### src/rtl/fetch_unit.sv
// Instruction fetch front end: one outstanding imem transaction, a single output
// register toward decode, and redirect handling that kills in-flight fetches.
module fetch_unit #(
  parameter logic [31:0] RESET_PC = 32'h0000_0000,
  parameter logic [31:0] NOP_INST = 32'h0000_0013
) (
  input  logic        clk_cpu,
  input  logic        rst_i,
  input  logic        stall_i,
  input  logic        redirect_valid_i,
  input  logic [31:0] redirect_pc_i,
  output logic        imem_req_o,
  output logic [31:0] imem_addr_o,
  input  logic        imem_gnt_i,
  input  logic        imem_rvalid_i,
  input  logic [31:0] imem_rdata_i,
  output logic        imem_rready_o,
  output logic        inst_valid_o,
  output logic [31:0] inst_o,
  output logic [31:0] pc_o
);

  // Handshakes: a request transfers on a cycle with imem_req_o && imem_gnt_i; a
  // response transfers on a cycle with imem_rvalid_i && imem_rready_o.
  localparam logic [1:0] S_IDLE = 2'd0;
  localparam logic [1:0] S_REQ  = 2'd1;
  localparam logic [1:0] S_WAIT = 2'd2;

  logic [1:0]  state_q, state_d;
  logic [31:0] fetch_pc_q, fetch_pc_d;
  logic [31:0] req_pc_q, req_pc_d;
  logic        kill_q, kill_d;
  logic        stale_q, stale_d;
  logic        valid_q, valid_d;
  logic [31:0] inst_q, inst_d;
  logic [31:0] pc_q, pc_d;

  logic        gnt_acc;
  logic        resp_acc;
  logic [31:0] redir_pc;

  assign gnt_acc       = (state_q == S_REQ) && imem_gnt_i;
  assign imem_rready_o = !rst_i && (kill_q || !valid_q || !stall_i);
  assign resp_acc      = (state_q == S_WAIT) && imem_rvalid_i && imem_rready_o;
  assign redir_pc      = {redirect_pc_i[31:2], 2'b00};

  // stale_q marks a presented request whose target was redirected before its
  // grant: the old address stays on the bus (held in req_pc_q) until granted.
  assign imem_req_o    = !rst_i && (state_q == S_REQ);
  assign imem_addr_o   = stale_q ? req_pc_q : fetch_pc_q;
  assign inst_valid_o  = valid_q;
  assign inst_o        = inst_q;
  assign pc_o          = pc_q;

  always_comb begin
    state_d    = state_q;
    fetch_pc_d = fetch_pc_q;
    req_pc_d   = req_pc_q;
    kill_d     = kill_q;
    stale_d    = stale_q;
    valid_d    = valid_q;
    inst_d     = inst_q;
    pc_d       = pc_q;

    case (state_q)
      S_IDLE:  state_d = S_REQ;
      S_REQ:   if (gnt_acc) state_d = S_WAIT;
      S_WAIT:  if (resp_acc) state_d = S_REQ;
      default: state_d = S_IDLE;
    endcase

    if (gnt_acc) begin
      if (stale_q) begin
        kill_d = 1'b1;
      end else begin
        req_pc_d   = fetch_pc_q;
        fetch_pc_d = fetch_pc_q + 32'd4;
      end
      stale_d = 1'b0;
    end

    if (resp_acc && kill_q) kill_d = 1'b0;

    if (redirect_valid_i) begin
      fetch_pc_d = redir_pc;
      if (gnt_acc || ((state_q == S_WAIT) && !resp_acc)) kill_d = 1'b1;
      if ((state_q == S_REQ) && !gnt_acc && !stale_q) begin
        stale_d  = 1'b1;
        req_pc_d = fetch_pc_q;
      end
    end

    // A redirect squashes the output register even under stall.
    if (redirect_valid_i) begin
      valid_d = 1'b0;
      inst_d  = NOP_INST;
    end else if (resp_acc && !kill_q) begin
      valid_d = 1'b1;
      inst_d  = imem_rdata_i;
      pc_d    = req_pc_q;
    end else if (valid_q && !stall_i) begin
      valid_d = 1'b0;
      inst_d  = NOP_INST;
    end
  end

  always_ff @(posedge clk_cpu) begin
    if (rst_i) begin
      state_q    <= S_IDLE;
      fetch_pc_q <= RESET_PC;
      req_pc_q   <= RESET_PC;
      kill_q     <= 1'b0;
      stale_q    <= 1'b0;
      valid_q    <= 1'b0;
      inst_q     <= NOP_INST;
      pc_q       <= RESET_PC;
    end else begin
      state_q    <= state_d;
      fetch_pc_q <= fetch_pc_d;
      req_pc_q   <= req_pc_d;
      kill_q     <= kill_d;
      stale_q    <= stale_d;
      valid_q    <= valid_d;
      inst_q     <= inst_d;
      pc_q       <= pc_d;
    end
  end

endmodule

### config.mk
export PLATFORM = sky130hd
export DESIGN_NAME = fetch_unit
export DESIGN_NICKNAME = d
export VERILOG_FILES = /design/src/rtl/fetch_unit.sv
export SDC_FILE = /design/constraint.sdc
export NUM_CORES = 1
export LEC_CHECK = 0
export ABC_AREA = 1
export CORE_MARGIN = 2
export CORE_UTILIZATION = 49
export CTS_CLUSTER_DIAMETER = 100
export CTS_CLUSTER_SIZE = 10
export DETAILED_ROUTE_END_ITERATION = 10
export GPL_TIMING_DRIVEN = 0
export PLACE_DENSITY = 0.81
export SLEW_MARGIN = 10
export SYNTH_ARGS = -nofsm -noshare
export SYNTH_HDL_FRONTEND = slang
export SYNTH_SLANG_ARGS = --single-unit
### constraint.sdc
create_clock -name clk_cpu -period 3.2 [get_ports clk_cpu]
set_input_delay 0.48 -clock clk_cpu [delete_from_list [all_inputs] [get_ports clk_cpu]]
set_output_delay 0.48 -clock clk_cpu [all_outputs]
set_load 0.02 [all_outputs]
==> qor.txt <==
slowest cell on the critical path: clkdlybuf4s50_1
register area share after synthesis: 0.421
crit-path most repeated cell: clkdlybuf4s50_1
WP buf/inv: 4
async set-reset flop share out of synthesis: 0
Mapped Cells: 920
critical path launch point: rst_i
Post-CTS Resized: 0
crit-path max FO: 10
initial antenna violation count: 0
vias in the first global route: 6,300
Initial Util: 0.498
CTS tree: built
gp weighted congestion: 0.962
DR pass1 iterations: 6
Pleak: 0.00320 uW
Critical Path RT: 2.72 ns
GR Overflow Total: 0
largest net degree at the start of global routing: 17
Worst Setup End Kind: output port
Num CTS Buffers: 17
core area: 12,500 um2
worst min path class: flop to flop
Die X: 117 um
Post-synth EDFFs: 0
maxcap violations: 0
final net count: 1,176
FF-to-FF path depth: 8
area delta synth->final: 39.1%
H-tree depth: 4
CP Class: input port to output port
Layout Skew: 0.00553 ns
number of cells on the critical path: 5
Setup Fix Bufs, Post-CTS: 0
Remaining DRCs: 0
final hold slack: 0.457 ns
Rows: 41
Arr. time, crit path: 2.37 ns
first-pass GRT wire length: 31,400 um
DR vias/cell: 5.42
Synthesized Nets: 991
fin. max-slew vios: 0
outcome: completed
endpoints failing setup: 0
hold path startpoint: pc_o[11]
Final period util: 0.889
DR WL/cell: 15.7 um
reg2reg start: fetch_pc_q[3]
Fmax: 351 MHz
delay of the slowest cell on the worst path: 0.56 ns
Final Critical Period: 2.85 ns
CTS clk-pin slew, worst paths: 0.05 ns
most common cell after layout, fill and taps aside: nand2_1
Filler Cells Inserted: 1,124
final WL: 20,300 um
area occupied by multi-input gates: 3100 um2
Die Ht: 117 um
YS warnings: 0
Iter 0 DRT Violations: 753
Hold Path Stages: 2
post-route ant nets: 0
Cell variety after synth: 31
synthesized area per cell: 6.77 um2
CTS Sinks: 131
via count: 6,981
CP startpoint kind: input port
Max VDD drop: 0.281 mV
setup tns final: 0 ns
clk buf depth: 2
family with the most delay on the worst path: buffers and inverters
commonest non-fill, non-tap cells in the layout: nand2_1, clkdlybuf4s50_1, dfxtp_1
Final Hold Vio Count: 0
Sequential Area: 2620 um2
CTS root buf: clkbuf_16
DIE AREA: 13,600 um2
Antenna Cells: 0
Clock Latency Late Sink: 0.42 ns
PortBufs: 166
GRT Total Usage: 0.297
Tightest Pin Transition: 0.709 ns
Hold Buf Count CTS: 0
RSZ-0062 raised after global routing: no
synthesized area: 6230 um2
DP HPWL: 14,800 um
cells along the critical path: clkdlybuf4s50_1, buf_2, buf_1, nor2_1, clkdlybuf4s50_1
layout cells sized above 1: 0.0475
I/O pin count: 169
Main synth FF type: dfxtp_1
number of synthesized register bits: 131
Relative slew margins: 0.523
power per standard cell area: 479 nW/um2
## power breakdown
part | total, uW | leakage, uW | switching, uW | internal, uW
Combinational | 533 | 0.00185 | 313 | 220
Clock | 1870 | 0.000279 | 681 | 1190
Sequential | 1750 | 0.00107 | 62.3 | 1690
Total | 4150 | 0.00320 | 1060 | 3100
## layout make-up
cell class	instances	share of cell area
repair buffers	166	0.192
clock inverters	6	0.00924
multi-input cells	671	0.358
flip-flops and latches	131	0.303
well taps	172	0.0248
clock buffers	23	0.0551
inverters	62	0.0269
plain buffers	56	0.0319
## path summary, 6_finish.rpt
kind / end / slack [ns]
setup / recovery: imem_req_o / 0.35
hold / removal: pc_o[11] / 0.46
setup reg to reg: fetch_pc_q[16] / 1.28
hold reg to reg: pc_o[11] / 0.46
## synth_stat cells, types with 2 or more instances
library cell    n  area, um2
xor2_1         10       87.6
inv_2           2       7.51
a22oi_1         9       67.6
a211oi_1        2       15.0
buf_1           5       18.8
o21ai_0        66        330
nor2_2          4       25.0
buf_6           7       78.8
nand3_2         2       20.0
clkbuf_1       35        131
nor2_4          2       22.5
nand2_1       282       1060
nand4_1         5       31.3
nor2_1         48        180
buf_2           8       40.0
o21ai_1        13       65.1
nor3_1          4       20.0
inv_1          58        218
mux2i_1         3       30.0
a31oi_1         4       25.0
nand3_1        94        470
a21oi_1       117        586
clkinv_1        2       7.51
dfxtp_1       131       2620
## layer usage
layer	vias to the layer above	GRT usage	wire, um
met3	42	0.0546	1760
met2	347	0.462	9360
met5	-	0	0
met1	3192	0.404	8570
met4	0	0.136	569
li1	3400	-	-
## through the flow
step	cells	setup slack (ns)	utilization	cell area, um2	power, uW
final	1287	0.355	0.692	8670	4150
after detailed placement	1258	0.362	0.648	8110	2300
after CTS	1287	0.354	0.692	8670	4150
after global placement	1258	0.357	0.648	8110	2290
after floorplan	920	1.54	-	6230	2050
after global routing	1287	0.217	0.692	8670	4270
## worst reg2reg max path, cell delays in order, from the launching register on
cell and delay, ns:
dfxtp_1 0.45, ha_1 0.24, nand2_1 0.10, nor2_2 0.21, nand3_1 0.15, nor2_1 0.29
xor2_1 0.18, nand2_1 0.08, a21oi_1 0.14
## state kept, by name (all words and copies together) (netlist names)
signal and count:
inst_o 32, pc_o 32, req_pc_q 32, fetch_pc_q 30
state_q 2, inst_valid_o 1, kill_q 1, stale_q 1
## cell families (layout without fill, tap and decap cells)
group,after synthesis,in the layout,share of synthesized area
AND/OR/NAND/NOR,442,442,0.295
AO/OA/AOI/OAI,215,215,0.182
flip-flops,131,131,0.421
buffers and inverters,118,313,0.0817
XOR/XNOR,10,10,0.0141
multiplexers,3,3,0.00482
adder cells (fa/ha/maj),1,1,0.00201
(Power assumes the default switching activity.)
